### config.mk
export PLATFORM = sky130hd
export DESIGN_NAME = hex_overlay_flat
export DESIGN_NICKNAME = d
export VERILOG_FILES = /design/src/rtl/hex_overlay_if.sv /design/src/rtl/hex_overlay.sv /design/src/flat_wrapper.sv
export SDC_FILE = /design/constraint.sdc
export NUM_CORES = 2
export LEC_CHECK = 0
export CAP_MARGIN = 10
export CORE_MARGIN = 3
export CORE_UTILIZATION = 40
export DETAILED_ROUTE_END_ITERATION = 8
export PLACE_DENSITY_LB_ADDON = 0.25
export SETUP_SLACK_MARGIN = 0.15
export SLEW_MARGIN = 20
export SYNTH_ARGS = -nofsm -noshare
export SYNTH_HDL_FRONTEND = slang
export SYNTH_SLANG_ARGS = --single-unit
### constraint.sdc
create_clock -name clk -period 2.8 [get_ports clk]
set_input_delay 0.42 -clock clk [delete_from_list [all_inputs] [get_ports clk]]
set_output_delay 0.42 -clock clk [all_outputs]
set_load 0.02 [all_outputs]
### src/rtl/hex_overlay_if.sv
// Write-side bus for hex_overlay: register-file writes, bank-swap commit and
// swap status. The master is the host writing values; the slave is the overlay.
interface hex_overlay_if;
  logic        wr_valid;
  logic        wr_ready;
  logic [3:0]  wr_row;
  logic [1:0]  wr_slot;
  logic [31:0] wr_data;
  logic        wr_commit;
  logic        swap_pending;

  modport master (
    output wr_valid,
    output wr_row,
    output wr_slot,
    output wr_data,
    output wr_commit,
    input  wr_ready,
    input  swap_pending
  );

  modport slave (
    input  wr_valid,
    input  wr_row,
    input  wr_slot,
    input  wr_data,
    input  wr_commit,
    output wr_ready,
    output swap_pending
  );
endinterface

### src/rtl/hex_overlay.sv
// hex_overlay: 32x16 character text window showing 16 rows x 4 slots of 32-bit
// values as hex digits. Two-stage pixel pipeline aligned with blank/vsync.
// Optional double buffering with vsync-synchronised bank swap is enabled by
// defining HEX_OVERLAY_DBUF_EN; the default build is single-banked.
module hex_overlay #(
  parameter int unsigned BASE_X = 0,
  parameter int unsigned BASE_Y = 0
) (
  input  logic          clk,
  input  logic          reset_n,
  input  logic          blank,
  input  logic          vsync,
  input  logic [7:0]    char_x,
  input  logic [7:0]    char_y,
  input  logic [15:0]   char_data,
  output logic          pixel,
  output logic          blank_o,
  output logic          vsync_o,
  hex_overlay_if.slave  wr
);

`ifdef HEX_OVERLAY_DBUF_EN
  localparam int unsigned NumBanks = 2;
`else
  localparam int unsigned NumBanks = 1;
`endif
  localparam int unsigned NumWords = NumBanks * 64;
  localparam int unsigned AddrW    = $clog2(NumWords);

  logic [31:0]      mem_q [NumWords];
  logic [AddrW-1:0] rd_addr;
  logic [AddrW-1:0] wr_addr;
  logic [31:0]      rd_word;
  logic [8:0]       dx_full;
  logic [8:0]       dy_full;
  logic             hit_d;
  logic [3:0]       nib_d;
  logic             ready_q;
  logic             wr_xfer;

  logic             hit_q, blank_q, vsync_q;
  logic [3:0]       nib_q;
  logic             pixel_q, blank_o_q, vsync_o_q;

  // 9-bit subtraction: bit 8 is the borrow, so positions left/above the window never hit
  assign dx_full = {1'b0, char_x} - 9'(BASE_X);
  assign dy_full = {1'b0, char_y} - 9'(BASE_Y);
  assign hit_d   = !dx_full[8] && (dx_full[7:5] == 3'b000) &&
                   !dy_full[8] && (dy_full[7:4] == 4'b0000);

`ifdef HEX_OVERLAY_DBUF_EN
  logic disp_bank_q, disp_bank_d;
  logic pend_q, pend_d;
  logic vsync_prev_q;
  logic commit_acc;

  assign rd_addr    = {disp_bank_q, dy_full[3:0], dx_full[4:3]};
  assign wr_addr    = {~disp_bank_q, wr.wr_row, wr.wr_slot};
  assign wr.wr_ready = ready_q && !pend_q;
  assign wr.swap_pending = pend_q;
  // A commit counts only alongside a transfer or with no write offered
  assign commit_acc = wr.wr_commit && (wr_xfer || !wr.wr_valid) && !pend_q;

  // Swap on vsync rising edge takes priority; otherwise an accepted commit arms the swap
  always_comb begin
    pend_d      = pend_q;
    disp_bank_d = disp_bank_q;
    if (vsync && !vsync_prev_q && pend_q) begin
      disp_bank_d = ~disp_bank_q;
      pend_d      = 1'b0;
    end else if (commit_acc) begin
      pend_d = 1'b1;
    end
  end

  // Bank select, swap request and vsync edge detector
  always_ff @(posedge clk or negedge reset_n) begin
    if (!reset_n) begin
      disp_bank_q  <= 1'b0;
      pend_q       <= 1'b0;
      vsync_prev_q <= 1'b0;
    end else begin
      disp_bank_q  <= disp_bank_d;
      pend_q       <= pend_d;
      vsync_prev_q <= vsync;
    end
  end
`else
  logic unused_commit;

  assign rd_addr         = {dy_full[3:0], dx_full[4:3]};
  assign wr_addr         = {wr.wr_row, wr.wr_slot};
  assign wr.wr_ready     = ready_q;
  assign wr.swap_pending = 1'b0;
  assign unused_commit   = wr.wr_commit;
`endif

  assign wr_xfer = wr.wr_valid && wr.wr_ready;
  assign rd_word = mem_q[rd_addr];
  // Digit 0 is the most significant nibble: shift right by 4*(7-digit)
  assign nib_d   = 4'(rd_word >> {~dx_full[2:0], 2'b00});

  // Value store; the display read above sees the old word in a write cycle
  always_ff @(posedge clk or negedge reset_n) begin
    if (!reset_n) begin
      for (int i = 0; i < NumWords; i++) begin
        mem_q[i] <= '0;
      end
    end else if (wr_xfer) begin
      mem_q[wr_addr] <= wr.wr_data;
    end
  end

  // Write-ready comes up one clock after reset is released
  always_ff @(posedge clk or negedge reset_n) begin
    if (!reset_n) begin
      ready_q <= 1'b0;
    end else begin
      ready_q <= 1'b1;
    end
  end

  // Stage 1 registers the digit lookup; stage 2 indexes the glyph returned by the font engine
  always_ff @(posedge clk or negedge reset_n) begin
    if (!reset_n) begin
      hit_q     <= 1'b0;
      nib_q     <= 4'h0;
      blank_q   <= 1'b0;
      vsync_q   <= 1'b0;
      pixel_q   <= 1'b0;
      blank_o_q <= 1'b0;
      vsync_o_q <= 1'b0;
    end else begin
      hit_q     <= hit_d;
      nib_q     <= nib_d;
      blank_q   <= blank;
      vsync_q   <= vsync;
      pixel_q   <= hit_q && !blank_q && char_data[nib_q];
      blank_o_q <= blank_q;
      vsync_o_q <= vsync_q;
    end
  end

  assign pixel   = pixel_q;
  assign blank_o = blank_o_q;
  assign vsync_o = vsync_o_q;

endmodule

### src/flat_wrapper.sv
// flat-port wrapper written by rule: the top's interface ports become plain ports
module hex_overlay_flat 
#(
  parameter int unsigned BASE_X = 0,
  parameter int unsigned BASE_Y = 0
)
  (clk, reset_n, blank, vsync, char_x, char_y, char_data, pixel, blank_o, vsync_o, wr_wr_valid, wr_wr_row, wr_wr_slot, wr_wr_data, wr_wr_commit, wr_wr_ready, wr_swap_pending);
  hex_overlay_if wr_i ();
  input  logic clk;
  input  logic reset_n;
  input  logic blank;
  input  logic vsync;
  input  logic [7:0] char_x;
  input  logic [7:0] char_y;
  input  logic [15:0] char_data;
  output logic pixel;
  output logic blank_o;
  output logic vsync_o;
  input wire logic [$bits(wr_i.wr_valid)-1:0] wr_wr_valid;
  input wire logic [$bits(wr_i.wr_row)-1:0] wr_wr_row;
  input wire logic [$bits(wr_i.wr_slot)-1:0] wr_wr_slot;
  input wire logic [$bits(wr_i.wr_data)-1:0] wr_wr_data;
  input wire logic [$bits(wr_i.wr_commit)-1:0] wr_wr_commit;
  output wire logic [$bits(wr_i.wr_ready)-1:0] wr_wr_ready;
  output wire logic [$bits(wr_i.swap_pending)-1:0] wr_swap_pending;
  assign wr_i.wr_valid = wr_wr_valid;
  assign wr_i.wr_row = wr_wr_row;
  assign wr_i.wr_slot = wr_wr_slot;
  assign wr_i.wr_data = wr_wr_data;
  assign wr_i.wr_commit = wr_wr_commit;
  assign wr_wr_ready = wr_i.wr_ready;
  assign wr_swap_pending = wr_i.swap_pending;
  hex_overlay #(.BASE_X(BASE_X), .BASE_Y(BASE_Y)) u_core (.clk(clk), .reset_n(reset_n), .blank(blank), .vsync(vsync), .char_x(char_x), .char_y(char_y), .char_data(char_data), .pixel(pixel), .blank_o(blank_o), .vsync_o(vsync_o), .wr(wr_i));
endmodule
Yosys cells after proc, flatten, opt, wreduce, memory -nomap -nowiden --
Cells that the tools add are included.
Operators by class: $lt $le $gt $ge 4, muxes and demuxes 8, bitwise logic cells 3, shift-type cells 1, reduce and logical (&&, ||, !) cells 8
Operators with widths (count):
- $bwmux W2048 | 1
- $bmux W32 S6 | 1
- $demux W32 S6 | 1
- $mux W32 | 3
- $shr A32 B5 Y4 | 1
- $ge A7 B7 Y1 const B | 2
- $not A6 Y7 | 2
- $lt A7 B1 Y1 const B | 1
- $logic_and A1 B1 Y1 | 5
- $lt A4 B5 Y1 const B | 1
- $bmux W1 S4 | 1
- $logic_not A4 Y1 | 1
- $logic_not A3 Y1 | 1
- $not A3 Y3 | 1
- $logic_not A1 Y1 | 1
- $mux W1 | 1
Storage, ports and cells: register bits after elaboration 2059, output and inout port bits 5, logic and storage cells 96

Logic depth before layout (Yosys ltp) --
word-level depth 6, depth in mapped cells 13, mapped depth without buffers 7

Worst setup path before layout --
No wires, ideal clock.
path kind input-to-reg, from in char_x[2], to reg u_core.nib_q[2], setup slack 0.430 ns, arrival 2.283 ns, library setup time 0.087 ns, stages on the path 10, buffers on the path 3, cell sequence buf_2 or3b_1 clkbuf_2 or2_0 buf_2 or3_1 nor2_1 or4_1 or4_1 a211oi_2
On the way: word-level cells in the longest chain between the ends 2
RTL lines:
- start, declared | line flat_wrapper.sv:13 | input logic [7:0] char_x;
- $not A3 Y3 | line hex_overlay.sv:101 | assign nib_d = 4'(rd_word >> {~dx_full[2:0], 2'b00});
- $shr A32 B5 Y4 | line hex_overlay.sv:101
- net u_core.nib_d[2] | line hex_overlay.sv:37 | logic [3:0] nib_d;
- end signal, assigned | line hex_overlay.sv:135 | nib_q <= nib_d;
- end, declared | line hex_overlay.sv:42 | logic [3:0] nib_q;
The timed path passes the listed nets, and every way through them passes these cells. A chain may end at the register's enable or synchronous reset.

Final worst setup path --
from in char_x[1], to reg u_core.nib_q[0]
Same word-level chain as after synthesis.

==> summary.txt <==
Compound-Gate Fraction of Synth Area -> 3.622%
Cell Rows -> 177
sequential element share of the synthesized area -> 54.46%
Root Driver -> clkbuf_16
worst min-delay path endpoint -> u_core.hit_q
Detail Placement HPWL -> 202,200 um
Area Growth Syn to Fin -> 18.53%
H-tree depth -> 4
Worst Reg2Reg Path Length in Cells -> 10
Routed Wire Length -> 301,500 um
Top FF cell, synth -> dfrtp_1
clk_skew -> 49.83 ps
core footprint -> 0.2339 mm^2
first-pass GRT wire length -> 439,600 um
Synth Instances -> 6,297
crit-path cells -> clkdlybuf4s50_1 -> buf_4 -> and3b_1 -> and3_1 -> a31oi_1 -> a21oi_1 -> buf_4 -> nor4_1 -> buf_4 -> nand4b_1 -> a31oi_1
Clk pwr share -> 41.2%
largest family of logic cells by synthesized area -> multiplexers
count of cell types in the netlist -> 68
Mean Syn Cell Area -> 15.02 um^2
M2 GR Usage -> 39.34%
crit start category -> input port
final setup fails -> 0
Reg-to-Reg Start -> u_core.mem_q[836]
vias per inst -> 5.816
Synth async-reset ratio -> 100.0%
worst-margin pin slew -> 985.3 ps
gr usage total -> 24.64%
Synth Area in XOR/XNOR -> 0%
number of global-route vias before repair -> 61,470
top-level I/O count -> 81
share of layout cells above drive strength 1 -> 52.59%
Most common cell on crit path -> buf_4
Hold WC Path Type -> in2reg
Final GP Congestion -> 0.9485
delay-heaviest family, CP -> buffers and inverters
status -> finished, final reports clean
hold depth -> 2
Critical Path RT -> 3570 ps
crit path DAT -> 3480 ps
switching share of power -> 25.04%
Slowest Stage Delay on Critical Path -> 630 ps
FF-to-FF setup slack -> 220 ps
post-layout util -> 47.95%
Post-DRT Antenna Nets -> 0
vias -> 58,510
Critical Path Fanout Max -> 6
worst IR drop on VDD -> 777.4 uV
Slew Limit Fails -> 0
WL/cell -> 29.97 um
Seq pwr share -> 47.4%
HP Start -> char_x[5]
Buffers on Ports -> 78
slowest stage cell, crit path -> clkdlybuf4s50_1
Post-synth EDFFs -> 0
die footprint -> 0.2424 mm^2
combinational share of power -> 11.5%
Most Crowded Layer GR -> met2
CP Buf/Inv Count -> 4
Reg clk slew, reported paths -> 60 ps
Sw Pwr -> 17,630 uW
met3 usage -> 4.071%
syn nets -> 6,373
Num CTS Buffers -> 219
CTS tree -> yes
Die Span Y -> 492.3 um
clock sinks -> 2,059
Seq cells post-synth -> 2,059
synth top area cells -> dfrtp_1 54%, mux2_2 25%, mux4_2 7.9%
Final min period -> 2706 ps
Final nets -> 6,821
Max clock buf depth -> 3
grt met1 use -> 33.88%
critical path class -> in2reg
Tcrit/Tclk final -> 96.63%
Initial DRT Pass Iterations -> 7
Pint -> 52,790 uW
max_cap viols -> 0
mux contribution to synthesized area -> 36.67%
Hold Vio Cnt, Final -> 0
Synthesis Warnings -> 0
unrepaired setup endpoints after global routing -> true
1st-iter DRT viols -> 4,461
synthesized cell area -> 0.09461 mm^2
GR Overflow Total -> 0
Static Leak -> 0.05292 uW
detailed-route DRC error count -> 0
Crit. End Element -> register
die width -> 492.3 um
worst skew pair latency -> 870 ps
largest net degree at the start of global routing -> 171
Cell Pwr Density -> 628.0 mW/mm^2
Post-Synth Adder-Cell Area -> 0%
initial antenna violation count -> 22
top cells by count, synth -> 2,065 x mux2_2, 2,059 x dfrtp_1, 392 x clkbuf_1
Synth top area share -> 54.46%
Synth Area in Simple Gates -> 1.763%
Fill cells -> 20,330
achievable frequency -> 369.6 MHz
Starting Density -> 40.45%
Worst R2R End -> u_core.nib_q[0]
Worst slew margin -> 34.31%
Setup TNS Final -> 0 ps
top-count cell post-synth -> mux2_2
post-synth top area cell -> dfrtp_1
[cells in the final DEF, fill, tap and decap left out, types with 68 or more instances in the layout]
cell type | synthesis | layout
a21oi_1 | 90 | 90
o221ai_1 | 159 | 159
o22ai_1 | 76 | 76
buf_4 | 8 | 581
mux4_2 | 332 | 332
nand2_1 | 91 | 76
clkbuf_1 | 392 | 68
mux2_2 | 2065 | 2065
mux2i_1 | 362 | 362
dfrtp_1 | 2059 | 2059
clkbuf_16 | 0 | 220
buf_12 | 6 | 209
[layer usage]
metal  part of all wire [%]  vias up
met2                     47     1718
met3                    5.6      455
met4                    3.9        2
li1                       -    24390
met5                 0.0043        -
met1                     43    31950
[logic make-up after synthesis]
| family | count (synthesis) |
|---|---|
| muxes | 2773 |
| DFF | 2059 |
| buffers and inverters | 650 |
| AOI/OAI and AO/OA | 475 |
| and+or+nand+nor | 338 |
| other | 2 |
[worst max-delay path by stage]
stage | start | endpoint | cells after the start
finish | char_x[1] | u_core.nib_q[0] | 11
global route | char_x[1] | u_core.nib_q[3] | 11
CTS | char_x[0] | u_core.nib_q[3] | 11
detailed placement | char_x[0] | u_core.nib_q[3] | 11
global placement | char_x[0] | u_core.nib_q[3] | 11
floorplan | char_x[2] | u_core.nib_q[2] | 10
[state kept, by name, indices dropped and copies added, names as in the netlist]
register / cells
u_core.hit_q: 1
u_core.vsync_o: 1
u_core.nib_q: 4
u_core.blank_o: 1
u_core.pixel: 1
u_core.wr.wr_ready: 1
u_core.vsync_q: 1
u_core.blank_q: 1
u_core.mem_q: 2048
[area by class of cell]
cell class,count,area [um^2],share of cell area (%)
Tap cell,3132,3919,3.495
Clock inverter,56,690.7,0.6159
Multi-Input combinational cell,3588,40260,35.90
Clock buffer,339,6462,5.763
Sequential cell,2059,51520,45.95
Inverter,7,33.78,0.03013
Timing Repair Buffer,870,9218,8.220
Antenna cell,10,25.02,0.02232
[power by group through the flow]
| stage | Clock (uW) | Sequential (uW) | Combinational, uW |
|---|---|---|---|
| 6_report | 29000 | 33400 | 8070 |
| 2_1_floorplan | 0 | 33400 | 4800 |
| 4_1_cts | 29500 | 33300 | 8130 |
| 3_5_place_dp | 0 | 33900 | 8090 |
| 5_1_grt | 30800 | 33600 | 8610 |
| 3_3_place_gp | 0 | 33700 | 7920 |
[what timing repair did]
action	in CTS	in global routing
setup buffers	0	0
hold buffers	3	0
resized for setup	3	4
endpoints found under the setup margin	2	2
endpoints found under the hold margin	390	0
[stage by stage]
step / setup slack, ps / cell area, um^2 / power (uW) / std cells / hold slack [ps]
3_3_place_gp: -1138 / 104900 / 41640 / 9653 / 325.8
4_1_cts: 173.0 / 112100 / 70980 / 10050 / 39.95
3_5_place_dp: -1168 / 104900 / 41950 / 9653 / 329.8
5_1_grt: 149.1 / 112100 / 72980 / 10050 / 73.14
2_1_floorplan: 430.4 / 94610 / 38230 / 6297 / 124.4
6_report: 94.45 / 112100 / 70420 / 10060 / 102.4
Note: power is estimated with default switching activity, not from simulation.
